## config.mk

```make
export PLATFORM = sky130hd
export DESIGN_NAME = mmio_disp_btn
export DESIGN_NICKNAME = d
export VERILOG_FILES = /design/src/rtl/mmio_disp_btn.sv
export SDC_FILE = /design/constraint.sdc
export NUM_CORES = 1
export LEC_CHECK = 0
export ABC_AREA = 1
export BUFFER_PORTS_ARGS = -buffer_cell sky130_fd_sc_hd__buf_2
export CORE_ASPECT_RATIO = 1.4
export CORE_MARGIN = 1.5
export CORE_UTILIZATION = 59
export DETAILED_ROUTE_END_ITERATION = 12
export PLACE_DENSITY_LB_ADDON = 0.25
export SLEW_MARGIN = 15
export SYNTH_ARGS = -nofsm -noshare
export SYNTH_HDL_FRONTEND = slang
export SYNTH_SLANG_ARGS = --single-unit
export TNS_END_PERCENT = 5
```

## constraint.sdc

```tcl
create_clock -name clk -period 2.7 [get_ports clk]
set_input_delay 0.27 -clock clk [delete_from_list [all_inputs] [get_ports clk]]
set_output_delay 0.27 -clock clk [all_outputs]
set_load 0.02 [all_outputs]
```

## src/rtl/mmio_disp_btn.sv

```systemverilog
// mmio_disp_btn: MMIO responder that drives a multiplexed 4-digit 7-segment display and reports
// debounced button levels and press events. Define BTN_IRQ_EN to add the MASK register and irq.
module mmio_disp_btn #(
    parameter logic [31:0] BASE_ADDR  = 32'h0000_FF00,
    parameter int unsigned SCAN_DIV   = 50000,
    parameter int unsigned DEB_CYCLES = 250000
) (
    input  logic        clk,
    input  logic        rst_n,
    input  logic        we,
    input  logic [31:0] addr,
    input  logic [31:0] wd,
    output logic [31:0] rd,
    input  logic        bsf,
    input  logic [3:0]  bs,
    output logic [7:0]  seg,
    output logic [3:0]  an
`ifdef BTN_IRQ_EN
    ,
    output logic        irq
`endif
);
    localparam int SW = (SCAN_DIV > 1) ? $clog2(SCAN_DIV) : 1;
    localparam int DW = (DEB_CYCLES > 1) ? $clog2(DEB_CYCLES) : 1;
    localparam logic [SW-1:0] SCAN_LAST = SW'(SCAN_DIV - 1);
    localparam logic [DW-1:0] DEB_LAST  = DW'(DEB_CYCLES - 1);

    typedef enum logic [1:0] {DIG0 = 2'd0, DIG1 = 2'd1, DIG2 = 2'd2, DIG3 = 2'd3} dig_t;

    logic [31:0]   w_off;
    logic          w_hit;
    logic          w_wr;
    logic [2:0]    w_reg;
    logic          w_unused;
    logic [4:0]    w_w1c;
    logic [19:0]   r_disp;
    logic [1:0]    r_ctrl;
    logic [4:0]    r_edge;
    logic [4:0]    r_sync1;
    logic [4:0]    r_sync2;
    logic [4:0]    r_lvl;
    logic [DW-1:0] r_deb_cnt [5];
    logic [4:0]    w_flip;
    logic [4:0]    w_rise;
    logic [SW-1:0] r_scan_cnt;
    logic          w_scan_wrap;
    dig_t          r_dig;
    dig_t          w_dig_nxt;
    logic [3:0]    w_an;
    logic [1:0]    w_idx;
    logic [3:0]    w_nib;
    logic          w_dp;
    logic          w_blank;
    logic [7:0]    w_seg_nxt;
    logic [7:0]    r_seg;

    // Offset relative to the window base, so any BASE_ADDR works without alignment assumptions.
    assign w_off    = addr - BASE_ADDR;
    assign w_hit    = (w_off[31:5] == '0);
    assign w_reg    = w_off[4:2];
    assign w_wr     = we & w_hit;
    assign w_unused = ^{w_off[1:0], wd[31:20]};
    assign w_w1c    = (w_wr && (w_reg == 3'd3)) ? wd[4:0] : 5'd0;

    function automatic logic [6:0] hex7(input logic [3:0] n);
        case (n)
            4'h0: hex7 = 7'h40;
            4'h1: hex7 = 7'h79;
            4'h2: hex7 = 7'h24;
            4'h3: hex7 = 7'h30;
            4'h4: hex7 = 7'h19;
            4'h5: hex7 = 7'h12;
            4'h6: hex7 = 7'h02;
            4'h7: hex7 = 7'h78;
            4'h8: hex7 = 7'h00;
            4'h9: hex7 = 7'h10;
            4'hA: hex7 = 7'h08;
            4'hB: hex7 = 7'h03;
            4'hC: hex7 = 7'h46;
            4'hD: hex7 = 7'h21;
            4'hE: hex7 = 7'h06;
            default: hex7 = 7'h0E;
        endcase
    endfunction

    always_ff @(posedge clk or negedge rst_n) begin
        if (!rst_n) begin
            r_disp <= '0;
            r_ctrl <= '0;
            r_edge <= '0;
        end else begin
            if (w_wr && (w_reg == 3'd0)) r_disp <= wd[19:0];
            if (w_wr && (w_reg == 3'd2)) r_ctrl <= wd[1:0];
            // A new press outranks a simultaneous W1C of the same bit.
            r_edge <= (r_edge & ~w_w1c) | w_rise;
        end
    end

    always_comb begin
        w_flip = '0;
        for (int i = 0; i < 5; i++)
            w_flip[i] = (r_sync2[i] != r_lvl[i]) && (r_deb_cnt[i] == DEB_LAST);
    end
    assign w_rise = w_flip & ~r_lvl;

    always_ff @(posedge clk or negedge rst_n) begin
        if (!rst_n) begin
            r_sync1 <= '0;
            r_sync2 <= '0;
            r_lvl   <= '0;
            for (int i = 0; i < 5; i++) r_deb_cnt[i] <= '0;
        end else begin
            r_sync1 <= {bsf, bs};
            r_sync2 <= r_sync1;
            r_lvl   <= r_lvl ^ w_flip;
            for (int i = 0; i < 5; i++) begin
                if ((r_sync2[i] == r_lvl[i]) || w_flip[i]) r_deb_cnt[i] <= '0;
                else r_deb_cnt[i] <= r_deb_cnt[i] + DW'(1);
            end
        end
    end

    assign w_scan_wrap = (r_scan_cnt == SCAN_LAST);

    always_ff @(posedge clk or negedge rst_n) begin
        if (!rst_n) r_dig <= DIG0;
        else r_dig <= w_dig_nxt;
    end

    always_comb begin
        w_dig_nxt = r_dig;
        w_an      = 4'hF;
        if (w_scan_wrap) begin
            case (r_dig)
                DIG0: w_dig_nxt = DIG1;
                DIG1: w_dig_nxt = DIG2;
                DIG2: w_dig_nxt = DIG3;
                default: w_dig_nxt = DIG0;
            endcase
        end
        if (r_ctrl[0]) begin
            case (r_dig)
                DIG0: w_an = 4'b1110;
                DIG1: w_an = 4'b1101;
                DIG2: w_an = 4'b1011;
                default: w_an = 4'b0111;
            endcase
        end
    end

    // Segments are decoded for the digit about to be selected so they stay aligned with an.
    always_comb begin
        w_idx = w_dig_nxt;
        w_nib = r_disp[{w_idx, 2'b00} +: 4];
        w_dp  = r_disp[5'd16 + {3'b000, w_idx}];
        case (w_idx)
            2'd1: w_blank = (r_disp[15:4] == '0);
            2'd2: w_blank = (r_disp[15:8] == '0);
            2'd3: w_blank = (r_disp[15:12] == '0);
            default: w_blank = 1'b0;
        endcase
        if (!r_ctrl[0] || (r_ctrl[1] && w_blank)) w_seg_nxt = 8'hFF;
        else w_seg_nxt = {~w_dp, hex7(w_nib)};
    end

    always_ff @(posedge clk or negedge rst_n) begin
        if (!rst_n) begin
            r_scan_cnt <= '0;
            r_seg      <= 8'hFF;
        end else begin
            r_scan_cnt <= w_scan_wrap ? '0 : r_scan_cnt + SW'(1);
            r_seg      <= w_seg_nxt;
        end
    end

    assign seg = r_seg;
    assign an  = w_an;

`ifdef BTN_IRQ_EN
    logic [4:0] r_mask;
    logic       r_irq;

    always_ff @(posedge clk or negedge rst_n) begin
        if (!rst_n) begin
            r_mask <= '0;
            r_irq  <= 1'b0;
        end else begin
            if (w_wr && (w_reg == 3'd4)) r_mask <= wd[4:0];
            r_irq <= |(r_edge & r_mask);
        end
    end
    assign irq = r_irq;
`endif

    always_comb begin
        rd = '0;
        if (w_hit) begin
            case (w_reg)
                3'd0: rd = {12'd0, r_disp};
                3'd1: rd = {27'd0, r_lvl};
                3'd2: rd = {30'd0, r_ctrl};
                3'd3: rd = {27'd0, r_edge};
`ifdef BTN_IRQ_EN
                3'd4: rd = {27'd0, r_mask};
`endif
                default: rd = '0;
            endcase
        end
    end
endmodule

```

==> results of run 1 <==
[final timing paths]
path                       cells past startpoint                    start                      end
setup / recovery                              14                  addr[9]                    rd[3]
hold / removal                                 3                   wd[17]   r_disp[17]$_DFFE_PN0P_
setup reg to reg                              15  r_scan_cnt[0]$_DFF_PN0_         seg[3]$_DFF_PN1_
hold reg to reg                                0     r_sync1[3]$_DFF_PN0_     r_sync2[3]$_DFF_PN0_
max in group asynchronous                      3                    rst_n  r_deb_cnt[20]$_DFF_PN0_
min in group asynchronous                      2                    rst_n   r_deb_cnt[2]$_DFF_PN0_
[what timing repair did]
item                                   in CTS  in global routing
setup endpoints to repair                   0                 18
resized for setup                           0                 14
hold buffers                                6                  0
endpoints found under the hold margin      75                  0
[power breakdown]
group / switching, W / total [W] / internal [W]
sequential: 0.0000203 / 0.00241 / 0.00239
combinational: 0.000201 / 0.000297 / 0.0000956
clock: 0.000925 / 0.00235 / 0.00142
[state kept, by name, summed over array words and instances (netlist names), named ones only]
name and count:
r_sync1 5, r_disp 20, r_sync2 5, r_ctrl 2
seg 8, r_dig 2, r_edge 5, r_deb_cnt 90
r_scan_cnt 16
[critical path: stages]
cell	delay, ns
sky130_fd_sc_hd__buf_2	0.13
sky130_fd_sc_hd__ha_4	0.16
sky130_fd_sc_hd__inv_1	0.07
sky130_fd_sc_hd__nor2_4	0.19
sky130_fd_sc_hd__nand3_2	0.15
sky130_fd_sc_hd__nand3_1	0.11
sky130_fd_sc_hd__nand3_1	0.09
sky130_fd_sc_hd__nor2_2	0.17
sky130_fd_sc_hd__nand3_4	0.11
sky130_fd_sc_hd__nor2_8	0.14
sky130_fd_sc_hd__inv_4	0.06
sky130_fd_sc_hd__or2_4	0.27
sky130_fd_sc_hd__nor2_2	0.14
sky130_fd_sc_hd__buf_2	0.19
[placed cells by master, fill, tap and decap left out, types with 17 or more instances in the layout]
master and instances:
sky130_fd_sc_hd__a21oi_1 43, sky130_fd_sc_hd__buf_2 87, sky130_fd_sc_hd__clkbuf_16 17, sky130_fd_sc_hd__dfrtp_1 150
sky130_fd_sc_hd__ha_1 18, sky130_fd_sc_hd__inv_1 162, sky130_fd_sc_hd__nand2_1 270, sky130_fd_sc_hd__nand3_1 67
sky130_fd_sc_hd__nand4_1 29, sky130_fd_sc_hd__nor2_1 137, sky130_fd_sc_hd__nor3_1 49, sky130_fd_sc_hd__nor3b_1 18
sky130_fd_sc_hd__o21ai_0 27, sky130_fd_sc_hd__o21ai_2 20, sky130_fd_sc_hd__xor2_1 18
[per-stage QoR]
stage               total power, W  hold slack [ns]  TNS [ns]  instances  setup WS (ns)
floorplan                  0.00261          -0.0256         0       1176          0.399
global placement           0.00274            0.332         0       1445          0.118
detailed placement         0.00275            0.337         0       1445         0.0190
CTS                        0.00510           0.0768         0       1480        0.00951
global route               0.00525           0.0738   -0.0162       1480        -0.0153
finish                     0.00506           0.0908         0       1480          0.185
[metal layers]
metal	track usage	wire length (um)
met1	0.280	7580
met2	0.451	10100
met3	0.0481	721
met4	0.0724	171
met5	0	0
[layout make-up]
type / instances / area, um2
tap: 192 / 240
clock inverter: 9 / 111
multi-input combinational: 822 / 4330
clock buffer: 20 / 467
sequential: 158 / 3960
fill: 1237 / 4600
timing repair buffer: 107 / 629
inverter: 172 / 648
[cells by family (layout without fill, tap and decap cells)]
family                     count (synthesis)  after routing  share of synthesized area
AOI/OAI and AO/OA                        123            123                     0.0842
adders and majority gates                 19             19                     0.0263
other                                      1             12                   0.000416
DFF                                      158            158                      0.439
buffers and inverters                    196            308                     0.0904
and+or+nand+nor                          645            645                      0.337
xor gates and xnor gates                  23             23                     0.0223
==> qor_table.md, run 1 <==
| Step | Parameter | Reported |
|:---|:---|:---|
| route | Remaining design rule violation count | 0 |
| sta | Worst rel slew slack | 0.493 |
| job | Max-cap check violation count | 0 |
| clock network | H-tree Lvls | 4 |
| route | Average detailed-routed wire length per instance | 12.5 um |
| yosys | Number of synthesis warnings | 0 |
| final layout | Final Util | 0.693 |
| sta | Min Clock Period, post-route | 2.51 ns |
| clock network | Setup Buffers After CTS | 0 |
| grt | Via count of the first global-routing pass | 7310 |
| clock network | Clk sinks | 158 |
| final layout | Number of nets in the finished design | 1369 |
| power | Pwr/cell area | 487 mW/mm2 |
| power | Leakage | 4.98 nW |
| route | Number of DRC markers in iteration 0 | 368 |
| yosys | Yosys reg bits | 158 |
| route | First-pass iteration count of the detailed router | 5 |
| grt | First-pass GRT wire length | 31400 um |
| power | Largest voltage drop on the vdd net | 0.453 mV |
| floorplanning | Die area | 0.0161 mm2 |
| sta | Number of endpoints failing setup at the final stage | 0 |
| sta | Transition time of the tightest slew-check pin | 0.761 ns |
| floorplanning | Starting density of the core | 0.602 |
| yosys | Post-synthesis cell type count | 47 |
| floorplanning | Boundary pin count | 116 |
| clock network | Cell chosen for the clock root | sky130_fd_sc_hd__clkbuf_16 |
| floorplanning | Floorplan core area | 0.0150 mm2 |
| outcome | Status | complete, no violations |
| yosys | Most instantiated library cell after synthesis | sky130_fd_sc_hd__nand2_1 |
| clock network | Worst-skew pair later-pin latency | 0.42 ns |
| yosys | Synth Instances | 1165 |
| clock network | TritonCTS clock tree | built |
| final layout | Area growth, synth to finish | 15.1% |
| clock network | Max clock buf depth | 2 |
| yosys | Number of enable-type register cells in the synthesized netlist | 0 |
| grt | All-Layer GR Usage | 0.243 |
| grt | Maximum number of pins on one net before global-route repair | 82 |
| grt | Number of antenna violations at the first check in global routing | 0 |
| critical path | Max Fanout on Critical Path | 5 |
| yosys | Top cells by count, synth | sky130_fd_sc_hd__nand2_1, sky130_fd_sc_hd__inv_1, sky130_fd_sc_hd__dfrtp_1, sky130_fd_sc_hd__nor2_1, sky130_fd_sc_hd__nand3_1 |
| yosys | Ranking of synthesized cells by area | sky130_fd_sc_hd__dfrtp_1, sky130_fd_sc_hd__nand2_1, sky130_fd_sc_hd__inv_1, sky130_fd_sc_hd__nor2_1, sky130_fd_sc_hd__nand3_1 |
| floorplanning | Floorplan die height | 149 um |
| yosys | Sequential area share after synthesis | 0.439 |
| yosys | Synthesized area per cell | 7.75 um2 |
| clock network | Clock buffers created by TritonCTS | 17 |
| yosys | Primary FF master, synth | sky130_fd_sc_hd__dfrtp_1 |
| yosys | Netlist area before placement | 0.00902 mm2 |
| critical path | Critical path endpoint category | output pin |
| worst hold path | Class of the tightest hold or removal check | in -> reg |
| floorplanning | Site Rows | 53 |
| critical path | Worst-case register-to-register setup slack | 0.25 ns |
| placed design | Count of buffers inserted at the top-level ports | 89 |
| sta | Max-slew violation count | 0 |
| critical path | Sort of element at the start of the critical path | input port |
| clock network | Clk slew on worst S/H paths | 0.06 ns |
| critical path | Classification of the worst setup path | in -> out |
| critical path | Worst Path Arrival | 2.24 ns |
| sta | Max Freq | 398 MHz |
| placed design | Post-place instance area | 0.00970 mm2 |
| yosys | Yosys top cell area share | 0.416 |
| placed design | HPWL after DPL | 13900 um |
| route | Via/cell ratio | 5.26 |
| yosys | Top cell type by total area after synthesis | sky130_fd_sc_hd__dfrtp_1 |
| route | Antenna Nets Post-Route | 0 |
| sta | Share of the clock period used by the worst path | 0.931 |
| placed design | Routability congestion estimate from global placement | 0.872 |
| route | Vias post-DR | 7792 |
| final layout | Share of final-layout standard cells stronger than drive strength 1 | 0.171 |
| final layout | Post-layout instance area | 0.0104 mm2 |
| critical path | Worst endpoint required time | 2.43 ns |
| floorplanning | Die W | 108 um |
| grt | GR Overflow Total | 0 |
| sta | Fin. Hold Viols | 0 |
| route | WL final | 18500 um |
| yosys | Proportion of register bits with asynchronous set or reset after synthesis | 1.00 |
| final layout | # diodes | 0 |
| sta | Clock Skew | 0.00776 ns |
Power figures use the tool's default switching activity.
==> inputs of run 2 (changes only) <==
- CORE_UTILIZATION: 59 -> 57
==> run 2 against run 1 <==
  * Register-to-register slack got worse by 0.03 ns
  * Combinational power barely moved
  * Clock skew barely moved
  * First-iteration DRC count fell by 3.5%
  * Die area rose by 3.4%
  * Via count barely moved
  * Setup slack got worse by 0.044 ns
  * Non-clock buffer count fell by 2
  * Utilization fell by 2.4 points
  * Clock power rose by 3%
  * Sequential power barely moved
==> qor_table.md, run 2 (synthesized netlist as in run 1, its figures left out) <==
| Step | Parameter | Reported | vs previous |
|:---|:---|:---|:---|
| floorplanning | Die area | 0.0166 mm2 | +3.4% |
| clock network | Clk sinks | 158 | unchanged |
| placed design | HPWL after DPL | 14000 um | +0.90% |
| final layout | Post-layout instance area | 0.0104 mm2 | +0.16% |
| placed design | Worst slack at placement | 0.0111 ns | -0.00789 ns |
| route | Antenna Nets Post-Route | 0 | unchanged |
| final layout | Post-route non-filler standard cell count | 1484 | +0.27% |
| placed design | Count of buffers inserted at the top-level ports | 89 | unchanged |
| sta | Clock Skew | 0.00792 ns | +0.000164 ns |
| critical path | Critical-path cell with the highest stage delay | sky130_fd_sc_hd__or2_4 |  |
| final layout | Commonest cells after routing, fill and taps aside | sky130_fd_sc_hd__nand2_1, sky130_fd_sc_hd__inv_1, sky130_fd_sc_hd__dfrtp_1, sky130_fd_sc_hd__nor2_1, sky130_fd_sc_hd__buf_2 |  |
| power | Pwr/cell area | 494 mW/mm2 | +1.5% |
| outcome | Status | complete, no violations |  |
| route | WL final | 19000 um | +2.6% |
| placed design | Number of placed instances, taps included | 1447 | +0.14% |
| sta | Fin. Hold Viols | 0 | unchanged |
| critical path | Worst Path Arrival | 2.29 ns | +0.05 ns |
| floorplanning | Boundary pin count | 116 | unchanged |
| critical path | Classification of the worst setup path | in -> out |  |
| final layout | Share of final-layout standard cells stronger than drive strength 1 | 0.169 | -0.00142 |
| route | Vias post-DR | 7794 | +0.026% |
| grt | Maximum number of pins on one net before global-route repair | 77 | -6.1% |
| sta | Worst rel slew slack | 0.508 | +0.0155 |
| route | Via/cell ratio | 5.25 | -0.24% |
| floorplanning | Floorplan die height | 152 um | +1.7% |
| placed design | Post-place instance area | 0.00969 mm2 | -0.10% |
| sta | Transition time of the tightest slew-check pin | 0.738 ns | -0.0233 ns |
| worst hold path | Class of the tightest hold or removal check | in -> reg |  |
| grt | GR Overflow Total | 0 | unchanged |
| final layout | Fillers | 1363 | +10% |
| final layout | Area growth, synth to finish | 15.3% |  |
| clock network | Clock buffers created by TritonCTS | 17 | unchanged |
| floorplanning | Die W | 109 um | +1.7% |
| final layout | Commonest non-fill, non-tap cell in the layout | sky130_fd_sc_hd__nand2_1 |  |
| critical path | Max Fanout on Critical Path | 7 | +2 |
| power | Largest voltage drop on the vdd net | 0.422 mV | -7.0% |
| sta | Max-slew violation count | 0 | unchanged |
| clock network | TritonCTS clock tree | built |  |
| critical path | Sort of element at the start of the critical path | input port |  |
| critical path | Worst reg2reg path depth | 14 | -1 |
| critical path | Top cell by count, worst path | sky130_fd_sc_hd__nand2_1 |  |
| final layout | Final Util | 0.669 | -0.0236 |
| final layout | Number of nets in the finished design | 1367 | -0.15% |
| clock network | Worst-skew pair later-pin latency | 0.42 ns | about the same |
| sta | Worst-case setup margin in the final layout | 0.141 ns | -0.0438 ns |
| critical path | Critical path depth in cells | 16 | +2 |
| sta | Number of endpoints failing setup at the final stage | 0 | unchanged |
| critical path | Crit-path cells | buf_2, ha_2, inv_1, nor2_4, nand2_4, nand2_1, nand2_1, nor2_1, nand2_1, nor2_2, nand4_4, nor2_8, inv_4, or2_4, nor2_2, buf_2 |  |
| floorplanning | Starting density of the core | 0.581 | -0.0214 |
| route | First-pass iteration count of the detailed router | 5 | unchanged |
| route | Remaining design rule violation count | 0 | unchanged |
| grt | All-Layer GR Usage | 0.243 | -0.000507 |
| job | Max-cap check violation count | 0 | unchanged |
| clock network | Clk slew on worst S/H paths | 0.06 ns | about the same |
| final layout | Reg with most FFs | r_deb_cnt |  |
| critical path | Slowest cell delay on critical path | 0.26 ns | about the same |
| clock network | H-tree Lvls | 4 | unchanged |
| clock network | Cell chosen for the clock root | sky130_fd_sc_hd__clkbuf_16 |  |
| grt | First-pass GRT wire length | 32300 um | +2.9% |
| critical path | Critical path buffer and inverter count | 4 | unchanged |
| route | Average detailed-routed wire length per instance | 12.8 um | +2.3% |
| clock network | Max clock buf depth | 2 | unchanged |
| grt | Number of antenna violations at the first check in global routing | 1 | +1 |
| worst hold path | Hold Path Cell Cnt | 3 | unchanged |
| floorplanning | Site Rows | 54 | +1.9% |
| critical path | Kind of cell with the highest combined delay on the critical path | simple AND/OR/NAND/NOR gates |  |
| sta | TNS Setup | 0 ns | unchanged |
| placed design | Routability congestion estimate from global placement | 0.850 | -2.5% |
| final layout | Biggest registers after layout | r_deb_cnt (90), r_disp (20), r_scan_cnt (16) |  |
| sta | Share of the clock period used by the worst path | 0.948 | +0.0162 |
| floorplanning | Floorplan core area | 0.0155 mm2 | +3.7% |
| power | Leakage | 5.00 nW | +0.41% |
| final layout | Max FFs per register | 90 | unchanged |
| grt | Via count of the first global-routing pass | 7392 | +1.1% |
| sta | Max Freq | 391 MHz | -1.7% |
| critical path | Worst endpoint required time | 2.43 ns | about the same |
| sta | Min Clock Period, post-route | 2.56 ns | +0.0438 ns |
| critical path | Critical path endpoint category | output pin |  |
| route | Number of DRC markers in iteration 0 | 355 | -3.5% |
[run 2: cell types whose count changed in the layout (fill, tap and decap cells not counted), moves of 2 or more]
cell / before / now
sky130_fd_sc_hd__nor2_2: 11 / 9
sky130_fd_sc_hd__nor2_1: 137 / 139
sky130_fd_sc_hd__clkinvlp_4: 2 / 0
sky130_fd_sc_hd__clkbuf_1: 0 / 2
[run 2: report_power, final]
group          switching, W  total, W  internal (W)  leakage (nW)
Combinational      0.000201  0.000297     0.0000957          2.60
Sequential        0.0000202   0.00241       0.00239          2.10
Clock              0.000933   0.00243       0.00150         0.294
Total               0.00115   0.00514       0.00399          5.00
[run 2: through the flow]
stage	total power, W	hold WS, ns
finish	0.00514	0.0894
CTS	0.00518	0.0801
global route	0.00533	0.0864
global placement	0.00275	0.335
floorplan	0.00261	-0.0256
detailed placement	0.00275	0.335
[run 2: worst paths after layout]
check | startpoint | to | slack (ns)
worst max-delay path | addr[9] | rd[4] | 0.14
worst min-delay path | wd[19] | r_disp[19]$_DFFE_PN0P_ | 0.09
worst max register to register | r_scan_cnt[0]$_DFF_PN0_ | seg[1]$_DFF_PN1_ | 0.22
worst min register to register | r_sync1[3]$_DFF_PN0_ | r_sync2[3]$_DFF_PN0_ | 0.35
max in group asynchronous | rst_n | r_deb_cnt[46]$_DFF_PN0_ | 1.53
min in group asynchronous | rst_n | r_scan_cnt[11]$_DFF_PN0_ | 0.46
[run 2: metal layers]
metal / vias up / routed length (um) / share of wire / global-route usage
met5: - / 0 / 0 / 0
met4: 0 / 406 / 0.021 / 0.0878
met3: 37 / 761 / 0.040 / 0.0511
met2: 164 / 10100 / 0.53 / 0.431
met1: 3618 / 7800 / 0.41 / 0.282
li1: 3975 / - / - / -
[run 2: layout make-up]
cell class	instances	area (um2)	area share
clock buffers	21	460	0.0443
repair buffers	105	617	0.0593
well taps	196	245	0.0236
flip-flops and latches	158	3960	0.381
clock inverters	9	135	0.0130
multi-input cells	822	4330	0.416
inverters	172	648	0.0623
diodes	1	2.50	0.000241
[run 2: worst min-delay path: cells and delay by family]
family / cells / cell delay, ns
AOI/OAI and AO/OA: 1 / 0.05
buffers and inverters: 2 / 0.15
[run 2: timing repair]
item	in CTS	in global routing
setup endpoints to repair	1	22
pin swaps	0	2
gates resized for setup	1	14
endpoints found under the hold margin	71	0
setup buffers	0	0
gates cloned	0	0
hold buffers	6	0
